<file path="config.mk">
export PLATFORM = sky130hd
export DESIGN_NAME = lpddr2_port_arbiter
export DESIGN_NICKNAME = d
export VERILOG_FILES = /design/src/rtl/lpddr2_arb_pkg.sv /design/src/rtl/lpddr2_arb_pick.sv /design/src/rtl/lpddr2_port_arbiter.sv
export SDC_FILE = /design/constraint.sdc
export NUM_CORES = 1
export LEC_CHECK = 0
export CORE_ASPECT_RATIO = 1.75
export CORE_MARGIN = 10
export CORE_UTILIZATION = 40
export DETAILED_ROUTE_END_ITERATION = 12
export GPL_TIMING_DRIVEN = 1
export PLACE_DENSITY = 0.9
export SETUP_SLACK_MARGIN = 0.1
export SLEW_MARGIN = 10
export SYNTH_ARGS = -nofsm -noshare
export SYNTH_HDL_FRONTEND = slang
export SYNTH_SLANG_ARGS = --single-unit
export TNS_END_PERCENT = 5
</file>
<file path="constraint.sdc">
create_clock -name iCLK -period 2.6 [get_ports iCLK]
set_clock_uncertainty 0.15 [all_clocks]
set_input_delay 0.78 -clock iCLK [delete_from_list [all_inputs] [get_ports iCLK]]
set_output_delay 0.78 -clock iCLK [all_outputs]
set_load 0.01 [all_outputs]
</file>
<file path="src/rtl/lpddr2_arb_pkg.sv">
// Shared types and constants for the LPDDR2 two-port arbiter.
// Optional feature macro: LPDDR2_ARB_RR_EN (round-robin tie breaking).
package lpddr2_arb_pkg;

    // Arbiter transaction phases
    typedef enum logic [1:0] {
        A_IDLE  = 2'd0,
        A_ISSUE = 2'd1,
        A_BUSY  = 2'd2,
        A_DONE  = 2'd3
    } arb_state_t;

    // c_state code of the sequencer idle state
    localparam logic [3:0] MEM_IDLE_CODE = 4'd1;

    // Latched operation of the granted request
    typedef enum logic {
        OP_READ  = 1'b0,
        OP_WRITE = 1'b1
    } arb_op_t;

    // Requester identity: port 0 is instruction fetch, port 1 is load/store
    typedef logic port_id_t;
    localparam port_id_t PORT_CPU  = 1'b0;
    localparam port_id_t PORT_DATA = 1'b1;

    // Read takes precedence when a port raises read and write together,
    // mirroring the sequencer's own precedence.
    function automatic arb_op_t op_of(input logic rd);
        return rd ? OP_READ : OP_WRITE;
    endfunction

endpackage

</file>
<file path="src/rtl/lpddr2_arb_pick.sv">
// Combinational grant selection between the two requesters.
// LPDDR2_ARB_RR_EN defined: ties go to the port not granted last.
// Otherwise: fixed priority, the data port always wins.
module lpddr2_arb_pick
    import lpddr2_arb_pkg::*;
(
`ifdef LPDDR2_ARB_RR_EN
    input  port_id_t last_grant,
`endif
    input  logic     req0,
    input  logic     req1,
    output logic     any_req,
    output port_id_t grant
);

    // Pick the winning port for this cycle
    always_comb begin
        any_req = req0 | req1;
        grant   = PORT_CPU;
`ifdef LPDDR2_ARB_RR_EN
        if (req0 && req1) begin
            grant = (last_grant == PORT_CPU) ? PORT_DATA : PORT_CPU;
        end else if (req1) begin
            grant = PORT_DATA;
        end
`else
        if (req1) begin
            grant = PORT_DATA;
        end
`endif
    end

endmodule

</file>
<file path="src/rtl/lpddr2_port_arbiter.sv">
// Two-port arbiter in front of the single lpddr2_memory sequencer.
// Latches one request at a time, drives read_req/write_req, follows the
// sequencer c_state to detect acceptance and completion, then returns
// read data and a one-cycle ack to the granted port.
// Optional feature macro: LPDDR2_ARB_RR_EN (round-robin instead of
// fixed data-port priority).
module lpddr2_port_arbiter
    import lpddr2_arb_pkg::*;
#(
    parameter int         ADDR_W   = 27,
    parameter int         DATA_W   = 32,
    parameter logic [3:0] MEM_IDLE = MEM_IDLE_CODE
) (
    input  logic              iCLK,
    input  logic              iRST_n,

    input  logic              p0_read,
    input  logic              p0_write,
    input  logic [ADDR_W-1:0] p0_addr,
    input  logic [DATA_W-1:0] p0_wdata,
    output logic [DATA_W-1:0] p0_rdata,
    output logic              p0_ack,

    input  logic              p1_read,
    input  logic              p1_write,
    input  logic [ADDR_W-1:0] p1_addr,
    input  logic [DATA_W-1:0] p1_wdata,
    output logic [DATA_W-1:0] p1_rdata,
    output logic              p1_ack,

    output logic              mem_read_req,
    output logic              mem_write_req,
    output logic [ADDR_W-1:0] mem_addr,
    output logic [DATA_W-1:0] mem_wdata,
    input  logic [DATA_W-1:0] mem_rdata,
    input  logic [3:0]        mem_state
);

    arb_state_t        state_q, state_d;
    port_id_t          gnt_port_q, gnt_port_d;
    arb_op_t           gnt_op_q, gnt_op_d;

    logic              rd_req_d, wr_req_d;
    logic [ADDR_W-1:0] addr_d;
    logic [DATA_W-1:0] wdata_d;
    logic [DATA_W-1:0] rdata0_d, rdata1_d;
    logic              ack0_d, ack1_d;

    logic              req0, req1;
    logic              any_req;
    port_id_t          pick;
    logic              sel_read;
    logic [ADDR_W-1:0] sel_addr;
    logic [DATA_W-1:0] sel_wdata;
    logic              mem_idle;

`ifdef LPDDR2_ARB_RR_EN
    port_id_t          last_grant_q, last_grant_d;
`endif

    assign req0     = p0_read | p0_write;
    assign req1     = p1_read | p1_write;
    assign mem_idle = (mem_state == MEM_IDLE);

    lpddr2_arb_pick u_pick (
`ifdef LPDDR2_ARB_RR_EN
        .last_grant (last_grant_q),
`endif
        .req0       (req0),
        .req1       (req1),
        .any_req    (any_req),
        .grant      (pick)
    );

    // Route the candidate winner's request fields toward the latch
    always_comb begin
        sel_read  = p0_read;
        sel_addr  = p0_addr;
        sel_wdata = p0_wdata;
        if (pick == PORT_DATA) begin
            sel_read  = p1_read;
            sel_addr  = p1_addr;
            sel_wdata = p1_wdata;
        end
    end

    // Next-state and next-output logic of the transaction FSM
    always_comb begin
        state_d    = state_q;
        gnt_port_d = gnt_port_q;
        gnt_op_d   = gnt_op_q;
        rd_req_d   = mem_read_req;
        wr_req_d   = mem_write_req;
        addr_d     = mem_addr;
        wdata_d    = mem_wdata;
        rdata0_d   = p0_rdata;
        rdata1_d   = p1_rdata;
        ack0_d     = 1'b0;
        ack1_d     = 1'b0;
`ifdef LPDDR2_ARB_RR_EN
        last_grant_d = last_grant_q;
`endif

        unique case (state_q)
            A_IDLE: begin
                // A sequencer still in INIT or busy elsewhere holds all grants off
                if (any_req && mem_idle) begin
                    gnt_port_d = pick;
                    gnt_op_d   = op_of(sel_read);
                    rd_req_d   = sel_read;
                    wr_req_d   = ~sel_read;
                    addr_d     = sel_addr;
                    wdata_d    = sel_wdata;
`ifdef LPDDR2_ARB_RR_EN
                    last_grant_d = pick;
`endif
                    state_d    = A_ISSUE;
                end
            end

            A_ISSUE: begin
                // The sequencer leaving idle is the acceptance handshake
                if (!mem_idle) begin
                    rd_req_d = 1'b0;
                    wr_req_d = 1'b0;
                    state_d  = A_BUSY;
                end
            end

            A_BUSY: begin
                // Return to idle marks completion; outData is valid now
                if (mem_idle) begin
                    if (gnt_port_q == PORT_DATA) begin
                        ack1_d = 1'b1;
                        if (gnt_op_q == OP_READ) begin
                            rdata1_d = mem_rdata;
                        end
                    end else begin
                        ack0_d = 1'b1;
                        if (gnt_op_q == OP_READ) begin
                            rdata0_d = mem_rdata;
                        end
                    end
                    state_d = A_DONE;
                end
            end

            A_DONE: begin
                // One settle cycle so the requester can drop its level request
                state_d = A_IDLE;
            end

            default: begin
                state_d = A_IDLE;
            end
        endcase
    end

    // State register and registered outputs
    always_ff @(posedge iCLK or negedge iRST_n) begin
        if (!iRST_n) begin
            state_q       <= A_IDLE;
            gnt_port_q    <= PORT_CPU;
            gnt_op_q      <= OP_READ;
            mem_read_req  <= 1'b0;
            mem_write_req <= 1'b0;
            mem_addr      <= '0;
            mem_wdata     <= '0;
            p0_rdata      <= '0;
            p1_rdata      <= '0;
            p0_ack        <= 1'b0;
            p1_ack        <= 1'b0;
`ifdef LPDDR2_ARB_RR_EN
            last_grant_q  <= PORT_DATA;
`endif
        end else begin
            state_q       <= state_d;
            gnt_port_q    <= gnt_port_d;
            gnt_op_q      <= gnt_op_d;
            mem_read_req  <= rd_req_d;
            mem_write_req <= wr_req_d;
            mem_addr      <= addr_d;
            mem_wdata     <= wdata_d;
            p0_rdata      <= rdata0_d;
            p1_rdata      <= rdata1_d;
            p0_ack        <= ack0_d;
            p1_ack        <= ack1_d;
`ifdef LPDDR2_ARB_RR_EN
            last_grant_q  <= last_grant_d;
`endif
        end
    end

endmodule

</file>
# Word-level counts from Yosys, hierarchy flattened
# Cells that the tools add are included.
[word_totals] regBits=131 input_bits=160 out_inout_bits=127 word_cells=52
[op_classes] n_eq_ne=7 mux=20 bitwise_logic=6 n_reduce_logical=8
[op_table] op="two-way mux 32 bit" count=1
[op_table] op="two-way mux 27 bit" count=1
[op_table] op="two-way mux 1 bit" count=12
[op_table] op="case mux 2 bit (4 select lines)" count=1
[op_table] op="AND reduction 4 bit" count=2
[op_table] op="two-way mux 2 bit" count=3
[op_table] op="!= test 2 bit (second input constant)" count=3
[op_table] op="AND reduction 3 bit" count=2
[op_table] op="equality test 2 bit (second input constant)" count=2
[op_table] op="equality test 4 x 1 -> 1 bit (second input constant)" count=1
[op_table] op="case mux 1 bit (2 select lines)" count=2
[op_table] op="inverter 1 bit" count=3
[op_table] op="OR 1 bit" count=3
[op_table] op="equality test 2 x 1 -> 1 bit (second input constant)" count=1
[op_table] op="logical NOT 2 bit" count=1
[op_table] op="AND reduction 2 bit" count=1
[op_table] op="nonzero test 2 bit" count=1
[op_table] op="logical AND 1 bit" count=1

# Longest topological paths before layout
# Gate-level depths: netlist (run 1).
[logic_depth] word_depth=6 ltp_mapped=6 ltp_nobuf=5

# Modules after synthesis
# A second synthesis (run 1) with hierarchy kept.
[hier_totals] cells_unflattened=442 area_unflattened_um2=5512.8
[by_module_without_submodules] module="lpddr2_port_arbiter" instances=1 cells_per_inst=440 area_per_inst_um2=5499.0
[by_module_without_submodules] module="lpddr2_arb_pick" instances=1 cells_per_inst=2 area_per_inst_um2=13.8

# Worst setup path before layout (run 1)
# No wires, ideal clock.
[synth_timing] kind="input-to-reg" from="input port mem_state[1]" to="register p0_rdata[0]" setup_ps=125 arrival_ps=2318 required_ps=2325 setup_slack_ps=8 cell_stages=5 path_buffers=2 path_cell_list="or4b_1 > buf_2 > nor4b_4 > buf_6 > mux2_2"
[synth_via] elab_chain_cells=2
[synth_lines] item="from (decl)" line_no="lpddr2_port_arbiter.sv:36" rtl="input logic [3:0] mem_state"
[synth_lines] item="equality test 4 x 1 -> 1 bit" line_no="lpddr2_port_arbiter.sv:63" rtl="assign mem_idle = (mem_state == MEM_IDLE);"
[synth_lines] item="AND reduction 4 bit (no line)"
[synth_lines] item="to (signal assigned)" line_no="lpddr2_port_arbiter.sv:184" rtl="p0_rdata <= rdata0_d;"
[synth_lines] item="to (decl)" line_no="lpddr2_port_arbiter.sv:21" rtl="output logic [DATA_W-1:0] p0_rdata,"
# Every way passes these cells.
# A chain may end at the register's enable or synchronous reset.

# Worst setup path after layout (run 1)
[layout_timing] from="input port mem_state[3]" to="register p0_rdata[13]"
# Same word-level chain as after synthesis.

==> impl_results.md, run 1 <==
* Max-slew violations at 0
* Yosys top cell by area: dfrtp_1
* Post-DP HPWL at 15160 µm
* Worst-Margin Slew at 0.5939 ns
* Number of antenna diodes at 0
* Post-Place Cell Area at 0.008949 mm²
* Final net count at 913
* Clock Tree Buf Depth at 2
* Worst Path Max Fanout at 8
* Final min period at 2.500 ns
* Met3 wire length at 1659 µm
* Most common cell in the synthesized netlist: dfrtp_1
* Starting DRC count in detailed routing at 202
* First-pass GRT wire length at 31350 µm
* Critical path class: primary input to flip-flop
* # rows at 57
* Detailed-route via count at 5121
* Initial antenna violation count at 0
* Cell count after synthesis at 452
* Largest net degree at the start of global routing at 63
* Hold Fails Final Rpt at 0
* Fillers at 1016
* Worst-path clk slew at 0.06 ns
* Residual DRC at 0
* #FFs+latches synth at 131
* Cell variety after synth at 33
* Drt total wl at 20510 µm
* Worst Hold Class: primary input to async pin
* CTS root buffer: clkbuf_16
* Worst path required time at 2.74 ns
* Quantity of I/O buffers inserted on ports at 286
* H-tree depth at 4
* Post-synth top area share at 0.5714
* Util after Layout at 0.6947
* FFs w/ async S/R, synth at 1.000
* Post-Syn Area at 0.005737 mm²
* Number of setup violations in the final report at 0
* Clk sinks at 131
* RSZ-0062 raised after global routing: true
* Syn. warnings at 0
* I/O pin count at 287
* Highest metal used: met4
* Tot GR Track Use at 0.1982
* DR WL/cell at 21.81 µm
* RD Place Congestion at 0.8242
* Share of cells above drive strength 1 at 0.1782
* Tot Pwr at 0.01005 W
* Core region area at 0.01398 mm²
* Final instance area at 0.009711 mm²
* Run status: complete, no violations
* CTS Buf Count at 17
* EDFF count, synth at 0
* Initial Utilization at 0.4104
* Syn_nets at 615
* DRT antenna net count at 0
* Cts hold-fix bufs at 0
* Crit path DAT at 2.64 ns
* Avg Cell Area, Syn at 12.69 µm²
* Die footprint at 0.01972 mm²
* Hold WS at 0.1289 ns
* Startpoint types: primary input
* Die Height at 178.4 µm
* Met2 WL at 11100 µm
* CTS tree: done
* Relative slew slack at 0.6041
* Leak at 4.093 nW
* Vias per cell at 5.448
* Max-capacitance violation count at 0
* Total gr overflow at 0
* Most frequent cells after synthesis: dfrtp_1, mux2_2, a31oi_1, a21oi_1, mux2i_1
* Die X at 110.5 µm
* PwrDens at 1035 mW/mm²
* Fmax at 400.0 MHz
* Seq/Total Area, Yosys at 0.5714
* Vias in the first global route at 5605
* CP endpoint kind: flip-flop
* Period Utilization, post-route at 0.9616
* Synth Flop Type: dfrtp_1
* Routed met1 length at 7341 µm
* Top cells by area, synth: dfrtp_1, mux2_2, mux2i_1
* Pre-Repair DR Iteration Count at 4
* Worst skew pair latency at 0.39 ns
* Area growth syn-to-layout at 69.27%
* Worst-case vdd ir drop at 0.6322 mV
[worst max-delay path, cell delays in order]
cell,delay (ns)
dlygate4sd2_1,0.24
or4b_4,0.57
nor4b_4,0.27
buf_4,0.20
buf_12,0.11
buf_12,0.13
mux2_2,0.33
[final timing paths]
kind                              startpoint       endpoint  slack (ns)  depth (start not counted)
worst max-delay path            mem_state[3]   p0_rdata[13]         0.1                          7
min in group iCLK                p1_rdata[3]    p1_rdata[3]        0.36                          1
worst max register to register    state_q[0]   p0_rdata[13]        0.48                          7
worst min register to register   p1_rdata[3]    p1_rdata[3]        0.36                          1
worst min-delay path                  iRST_n  mem_wdata[19]        0.13                          1
max in group asynchronous             iRST_n    p0_rdata[9]        1.53                          2
[routing by layer]
metal,up-vias,global-route usage
met5,-,0
met4,0,0.07190
met3,22,0.07265
met2,240,0.3632
met1,2560,0.2012
li1,2299,-
[registers in the layout, summed over array words and instances, names as in the netlist]
name and count:
gnt_op_q 1, gnt_port_q 1, mem_addr 27, mem_read_req 1
mem_wdata 32, mem_write_req 1, p0_ack 1, p0_rdata 32
p1_ack 1, p1_rdata 32, state_q 2
[cell usage in the layout (no fill, tap or decap), drive strengths merged, types with 4 or more instances in the layout]
cell / n
a21oi: 61
a31oi: 62
buf: 33
clkbuf: 19
clkdlybuf4s50: 281
clkinv: 5
clkinvlp: 5
dfrtp: 131
dlygate4sd2: 4
inv: 8
mux2: 65
mux2i: 59
[power by group]
| group | switching (W) | internal (W) | leakage (nW) |
|---|---|---|---|
| Sequential | 0.000526 | 0.00296 | 1.64 |
| Combinational | 0.00187 | 0.00247 | 2.20 |
| Clock | 0.000905 | 0.00132 | 0.259 |
| Total | 0.00330 | 0.00675 | 4.09 |
[repair_timing]
| action | in CTS | in global routing |
|---|---|---|
| setup buffers | 5 | 1 |
| resized for setup | 18 | 0 |
| gates cloned | 3 | 1 |
| pin swaps | 2 | 2 |
| endpoints found under the setup margin | 85 | 26 |
[stage by stage]
stage,setup WS (ns),TNS (ns),instances
floorplan,0.007573,0,452
global placement,-0.3586,-31.13,898
detailed placement,-0.4072,-34.89,898
CTS,0.1329,0,938
global route,0.07071,0,940
finish,0.09983,0,940
[final cells by class]
cell class                 instances  area, µm²  area share
multi-input combinational        276       2322      0.2391
sequential                       131       3278      0.3376
inverter                           5      18.77    0.001933
clock inverter                    14      130.1     0.01340
timing repair buffer             319       3311      0.3409
clock buffer                      18      429.2     0.04420
tap                              177      221.5     0.02281
[cell families (layout without fill, tap and decap cells)]
family                   after synthesis  in the layout  share of synthesized area
AO/OA/AOI/OAI                        134            134                     0.1359
flip-flops                           131            131                     0.5714
multiplexers                         124            124                     0.2305
buffers and inverters                 45            356                    0.03490
AND/OR/NAND/NOR                       15             15                    0.02072
adder cells (fa/ha/maj)                3              3                   0.006544
Power figures use the tool's default switching activity.
==> inputs of run 2 (changes only) <==
Settings changed: CORE_UTILIZATION 40 to 37, PLACE_DENSITY 0.9 to 0.88.
Clock period 2.6 ns to 2.3 ns, I/O delays scaled along.
==> run 2 against run 1 <==
  * Sequential share of layout area decreased by 0.97 points
  * Combinational power increased by 14%
  * Die area increased by 6.9%
  * First-iteration DRC count decreased by 27%
  * Register-to-register slack got worse by 0.26 ns
  * Clock power increased by 43%
  * Worst setup slack got worse by 0.021 ns
  * Final area increased by 3.0%
  * Hold slack got worse by 0.022 ns
  * Global-route usage decreased by 0.79 points
  * Critical path type unchanged
  * Critical endpoint is now p0_rdata[24]
==> impl_results.md, run 2 (same netlist as run 1, synthesis figures left out) <==
* Detailed-route via count at 5080 (-0.80%)
* Vias per cell at 5.264 (-3.4%)
* Initial antenna violation count at 0 (unchanged)
* Worst path required time at 2.43 ns (-0.31 ns)
* Fillers at 1125 (+11%)
* Initial Utilization at 0.3746 (-0.03581)
* R2R Setup Slk at 0.22 ns (-0.26 ns)
* Relative slew slack at 0.6541 (+0.05006)
* Residual DRC at 0 (unchanged)
* Core region area at 0.01531 mm² (+9.6%)
* First-pass GRT wire length at 31860 µm (+1.7%)
* CP endpoint kind: flip-flop
* Crit path DAT at 2.35 ns (-0.29 ns)
* Worst-Margin Slew at 0.5188 ns (-0.07509 ns)
* Setup WS post-layout at 0.07847 ns (-0.02136 ns)
* Setup tns final at 0 ns (unchanged)
* Total gr overflow at 0 (unchanged)
* Max-capacitance violation count at 0 (unchanged)
* Fmax at 450.1 MHz
* Run status: complete, no violations
* Worst-case vdd ir drop at 0.6687 mV (+5.8%)
* Cts hold-fix bufs at 0 (unchanged)
* Starting DRC count in detailed routing at 147 (-27%)
* R2R depth at 7 (unchanged)
* Area growth syn-to-layout at 74.29%
* Worst Path Max Fanout at 8 (unchanged)
* Reg area at 0.003278 mm² (unchanged)
* Final net count at 930 (+1.9%)
* RSZ-0062 raised after global routing: true
* Most frequent cells in the layout: clkdlybuf4s50_1, dfrtp_1, a31oi_1
* Final min period at 2.222 ns
* Vias in the first global route at 5694 (+1.6%)
* CTS root buffer: clkbuf_16
* Clk sinks at 131 (unchanged)
* Tot GR Track Use at 0.1904 (-0.007886)
* Critical path class: primary input to flip-flop
* CTS tree: done
* Top flop regs: mem_wdata x32, p0_rdata x32, p1_rdata x32
* I/O pin count at 287 (unchanged)
* Max-slew violations at 0 (unchanged)
* Util after Layout at 0.6529 (-0.04182)
* Leading cell type in the layout, fill and taps excluded: clkdlybuf4s50_1
* Period Utilization, post-route at 0.9659
* Die X at 114.1 µm (+3.3%)
* DRT antenna net count at 0 (unchanged)
* Multi-input gate area at 0.002364 mm² (+1.8%)
* PwrDens at 1209 mW/mm² (+17%)
* Worst-path clk slew at 0.06 ns (about the same)
* Post-DP HPWL at 15500 µm (+2.2%)
* Drt total wl at 20610 µm (+0.50%)
* RD Place Congestion at 0.7792 (-5.5%)
* Number of setup violations in the final report at 0 (unchanged)
* # rows at 60 (+5.3%)
* Pre-CTS setup slack at -0.6067 ns (-0.1994 ns)
* Die Height at 184.7 µm (+3.5%)
* DR WL/cell at 21.36 µm (-2.1%)
* Crit-path slowest cell: or4b_4
* Die footprint at 0.02108 mm² (+6.9%)
* Worst Hold Class: primary input to async pin
* Number of antenna diodes at 0 (unchanged)
* Quantity of I/O buffers inserted on ports at 286 (unchanged)
* Leak at 4.256 nW (+4.0%)
* Startpoint types: primary input
* Clock Tree Buf Depth at 2 (unchanged)
* CTS Buf Count at 17 (unchanged)
* Tot Pwr at 0.01209 W (+20%)
* Max incr delay on CP at 0.56 ns (about the same)
* Worst skew pair latency at 0.39 ns (about the same)
* H-tree depth at 4 (unchanged)
* Share of cells above drive strength 1 at 0.2041 (+0.02586)
* Worst r2r dst: p0_rdata[24]
* RR Startpoint: state_q[0]
* Pre-Repair DR Iteration Count at 7 (+3)
* Largest net degree at the start of global routing at 51 (-19%)
* CP cell instances: buf_6 -> or4b_4 -> nor4b_4 -> buf_4 -> buf_12 -> buf_16 -> mux2_4
* Hold Fails Final Rpt at 0 (unchanged)
-- run 2: worst max-delay path by stage --
stage / start / to / slack [ns] / cells past startpoint
after floorplan: mem_state[1] / p0_rdata[0] / -0.20 / 5
after global placement: mem_state[1] / p0_rdata[30] / -0.55 / 5
after detailed placement: mem_state[3] / p0_rdata[26] / -0.61 / 5
after CTS: mem_state[0] / p0_rdata[20] / 0.02 / 7
after global routing: p0_rdata[7] / p0_rdata[7] / 0.06 / 1
final: mem_state[1] / p0_rdata[24] / 0.08 / 7
-- run 2: repair_timing --
action | CTS | global route
setup endpoints to repair | 100 | 77
setup buffers | 4 | 1
gates cloned | 3 | 0
pin swaps | 2 | 2
gates resized for setup | 38 | 4
-- run 2: critical path: cells and delay by family --
kind          cells  cell delay (ns)
simple gates      2             0.83
mux               1             0.30
buf+inv           4             0.51
-- run 2: where the power goes --
part | internal [W] | switching [W]
Clock | 0.00218 | 0.00101
Combinational | 0.00285 | 0.00212
Sequential | 0.00335 | 0.000582
-- run 2: per-stage QoR --
step | hold WS (ns) | instance area [µm²] | cells
2_1_floorplan | 0.2444 | 5747 | 452
3_3_place_gp | 0.3183 | 9106 | 926
3_5_place_dp | 0.3340 | 9106 | 926
4_1_cts | 0.1086 | 9978 | 964
5_1_grt | 0.1171 | 9998 | 965
6_report | 0.1071 | 9998 | 965
-- run 2: final cells by class --
class,instances,area share
inverters,5,0.001877
clock buffers,19,0.04430
flip-flops and latches,131,0.3279
clock inverters,12,0.02528
multi-input cells,276,0.2364
repair buffers,336,0.3410
well taps,186,0.02328
-- run 2: per-layer routing --
layer / vias up / wire length (µm) / track usage
li1: 2333 / - / -
met1: 2502 / 7283 / 0.1950
met2: 224 / 11110 / 0.3432
met3: 21 / 1910 / 0.07682
met4: 0 / 308 / 0.05536
met5: - / 0 / 0
==> inputs of run 3 (changes only) <==
Settings changed: CORE_ASPECT_RATIO 1.75 to unset, SLEW_MARGIN 10 to unset.
==> run 3 against run 2 <==
  * Final area fell by 0.38%
  * Sequential share of layout area increased by 0.12 points
  * Global-route usage is 0.95 points higher
  * Register-to-register slack barely moved
  * Critical path depth down 6
  * First-iteration DRC count decreased by 19%
  * Largest power group unchanged
  * Hold slack got worse by 0.015 ns
  * Clock-buffer cell count rose by 2
  * Die area is 0.93% lower
  * Largest cell class unchanged
  * Flip-flop and latch count did not move
==> impl_results.md, run 3 (same netlist as run 1, synthesis figures left out) <==
* Clock Tree Buf Depth at 2 (unchanged)
* Crit-path slowest cell: clkdlybuf4s50_1
* CTS Buf Count at 17 (unchanged)
* Leak at 4.236 nW (-0.47%)
* Worst-path clk slew at 0.06 ns (about the same)
* Vias in the first global route at 5645 (-0.86%)
* Worst path required time at 1.46 ns (-0.97 ns)
* Largest net degree at the start of global routing at 69 (+35%)
* I/O pin count at 287 (unchanged)
* H-tree depth at 4 (unchanged)
* Quantity of I/O buffers inserted on ports at 286 (unchanged)
* Share of cells above drive strength 1 at 0.2082 (+0.004066)
* Clk sinks at 131 (unchanged)
* Hold WS at 0.09164 ns (-0.01541 ns)
* Worst path depth at 1 (-6)
* Max-slew violations at 0 (unchanged)
* Worst-case vdd ir drop at 0.8552 mV (+28%)
* R2R depth at 7 (unchanged)
* Total gr overflow at 0 (unchanged)
* Period Utilization, post-route at 0.9674 (+0.001504)
* Setup tns final at 0 ns (unchanged)
* CP cell instances: clkdlybuf4s50_1
* Final instance area at 0.009961 mm² (-0.38%)
* Final min period at 2.225 ns (+0.003460 ns)
* Die Height at 144.5 µm (-22%)
* Top flop regs: mem_wdata x32, p0_rdata x32, p1_rdata x32
* Initial antenna violation count at 0 (unchanged)
* Residual DRC at 0 (unchanged)
* Worst skew pair latency at 0.41 ns (+0.02 ns)
* Worst-Margin Slew at 0.4719 ns (-0.04698 ns)
* DR WL/cell at 21.88 µm (+2.5%)
* Vias per cell at 5.251 (-0.25%)
* Number of setup violations in the final report at 0 (unchanged)
* Leading cell type in the layout, fill and taps excluded: clkdlybuf4s50_1
* Initial Utilization at 0.3774 (+0.002775)
* Number of antenna diodes at 0 (unchanged)
* RD Place Congestion at 0.7513 (-3.6%)
* Drt total wl at 21250 µm (+3.1%)
* Relative slew slack at 0.6854 (+0.03132)
* Die X at 144.5 µm (+27%)
* Worst Hold Class: primary input to async pin
* Detailed-route via count at 5099 (+0.37%)
* Reg area at 0.003278 mm² (unchanged)
* Pre-Repair DR Iteration Count at 4 (-3)
* CP endpoint kind: output pin
* Startpoint types: flip-flop
* CTS root buffer: clkbuf_16
* Cts hold-fix bufs at 0 (unchanged)
* Starting DRC count in detailed routing at 119 (-19%)
* DRT antenna net count at 0 (unchanged)
* Max incr delay on CP at 0.58 ns (+0.02 ns)
* Util after Layout at 0.6552 (+0.002367)
* Die footprint at 0.02089 mm² (-0.93%)
* # rows at 45 (-25%)
* Delay-heaviest family, CP: buffers and inverters
* PwrDens at 1174 mW/mm² (-2.8%)
* Hold Fails Final Rpt at 0 (unchanged)
* Final net count at 933 (+0.32%)
* Crit path DAT at 1.38 ns (-0.97 ns)
* Post-DP HPWL at 15740 µm (+1.6%)
* Worst Path Max Fanout at 3 (-5)
* Fillers at 1140 (+1.3%)
* Multi-input gate area at 0.002357 mm² (-0.26%)
* RSZ-0062 raised after global routing: true
* Most frequent cells in the layout: clkdlybuf4s50_1, dfrtp_1, a31oi_1, a21oi_1, mux2i_1
* Post-Place Cell Area at 0.009156 mm² (+0.55%)
* WP buf/inv at 1 (-3)
* Tot GR Track Use at 0.1998 (+0.009482)
* Critical path class: flip-flop to output pin
* Tot Pwr at 0.01170 W (-3.2%)
* CTS tree: done
* Area growth syn-to-layout at 73.63%
* Core region area at 0.01520 mm² (-0.74%)
* Fmax at 449.4 MHz (-0.16%)
* Max-capacitance violation count at 0 (unchanged)
* Run status: complete, no violations
* First-pass GRT wire length at 31820 µm (-0.13%)
## run 3: cell count changes in the layout (fill, tap and decap cells not counted), sizes merged
cell / delta
clkbuf: +2
bufinv: -5
clkinvlp: +3
clkinv: +1
buf: +3
## run 3: final cells by class
class | count | area share
Clock inverter | 11 | 0.01269
Sequential cell | 131 | 0.3291
Clock buffer | 21 | 0.04824
Tap cell | 188 | 0.02362
Timing Repair Buffer | 339 | 0.3478
Multi-Input combinational cell | 276 | 0.2367
Inverter | 5 | 0.001884
## run 3: per-layer routing
layer  share of wire  global-route usage
met2            0.50              0.3392
met5               0                   0
met1            0.36              0.2099
met3            0.12              0.1004
met4           0.016             0.06862
## run 3: timing repair
| action | 4_1_cts | 5_1_grt |
|---|---|---|
| setup endpoints to repair | 142 | 159 |
| pin swaps | 2 | 1 |
| setup buffers | 5 | 0 |
| cloned | 3 | 0 |
| gates resized for setup | 41 | 3 |
## run 3: power by group
part	leakage (nW)	total, W	internal [W]	switching [W]
registers	1.64	0.00396	0.00335	0.000612
logic	2.31	0.00502	0.00287	0.00214
clock network	0.288	0.00272	0.00171	0.00101
## run 3: worst paths after layout
check	startpoint	endpoint	slack, ns
min in group iCLK	p0_rdata[25]	p0_rdata[25]	0.35
min	iRST_n	p1_rdata[20]	0.09
max in group asynchronous	iRST_n	mem_wdata[5]	1.34
min reg2reg	p0_rdata[25]	p0_rdata[25]	0.35
max	mem_read_req	mem_read_req	0.08
max reg2reg	state_q[0]	p0_rdata[4]	0.21
## run 3: metrics by stage
stage,cells,setup WS [ns]
after floorplan,452,-0.1960
after global placement,931,-0.6669
after detailed placement,931,-0.6537
after CTS,971,0.04805
after global routing,971,0.02705
final,971,0.07501
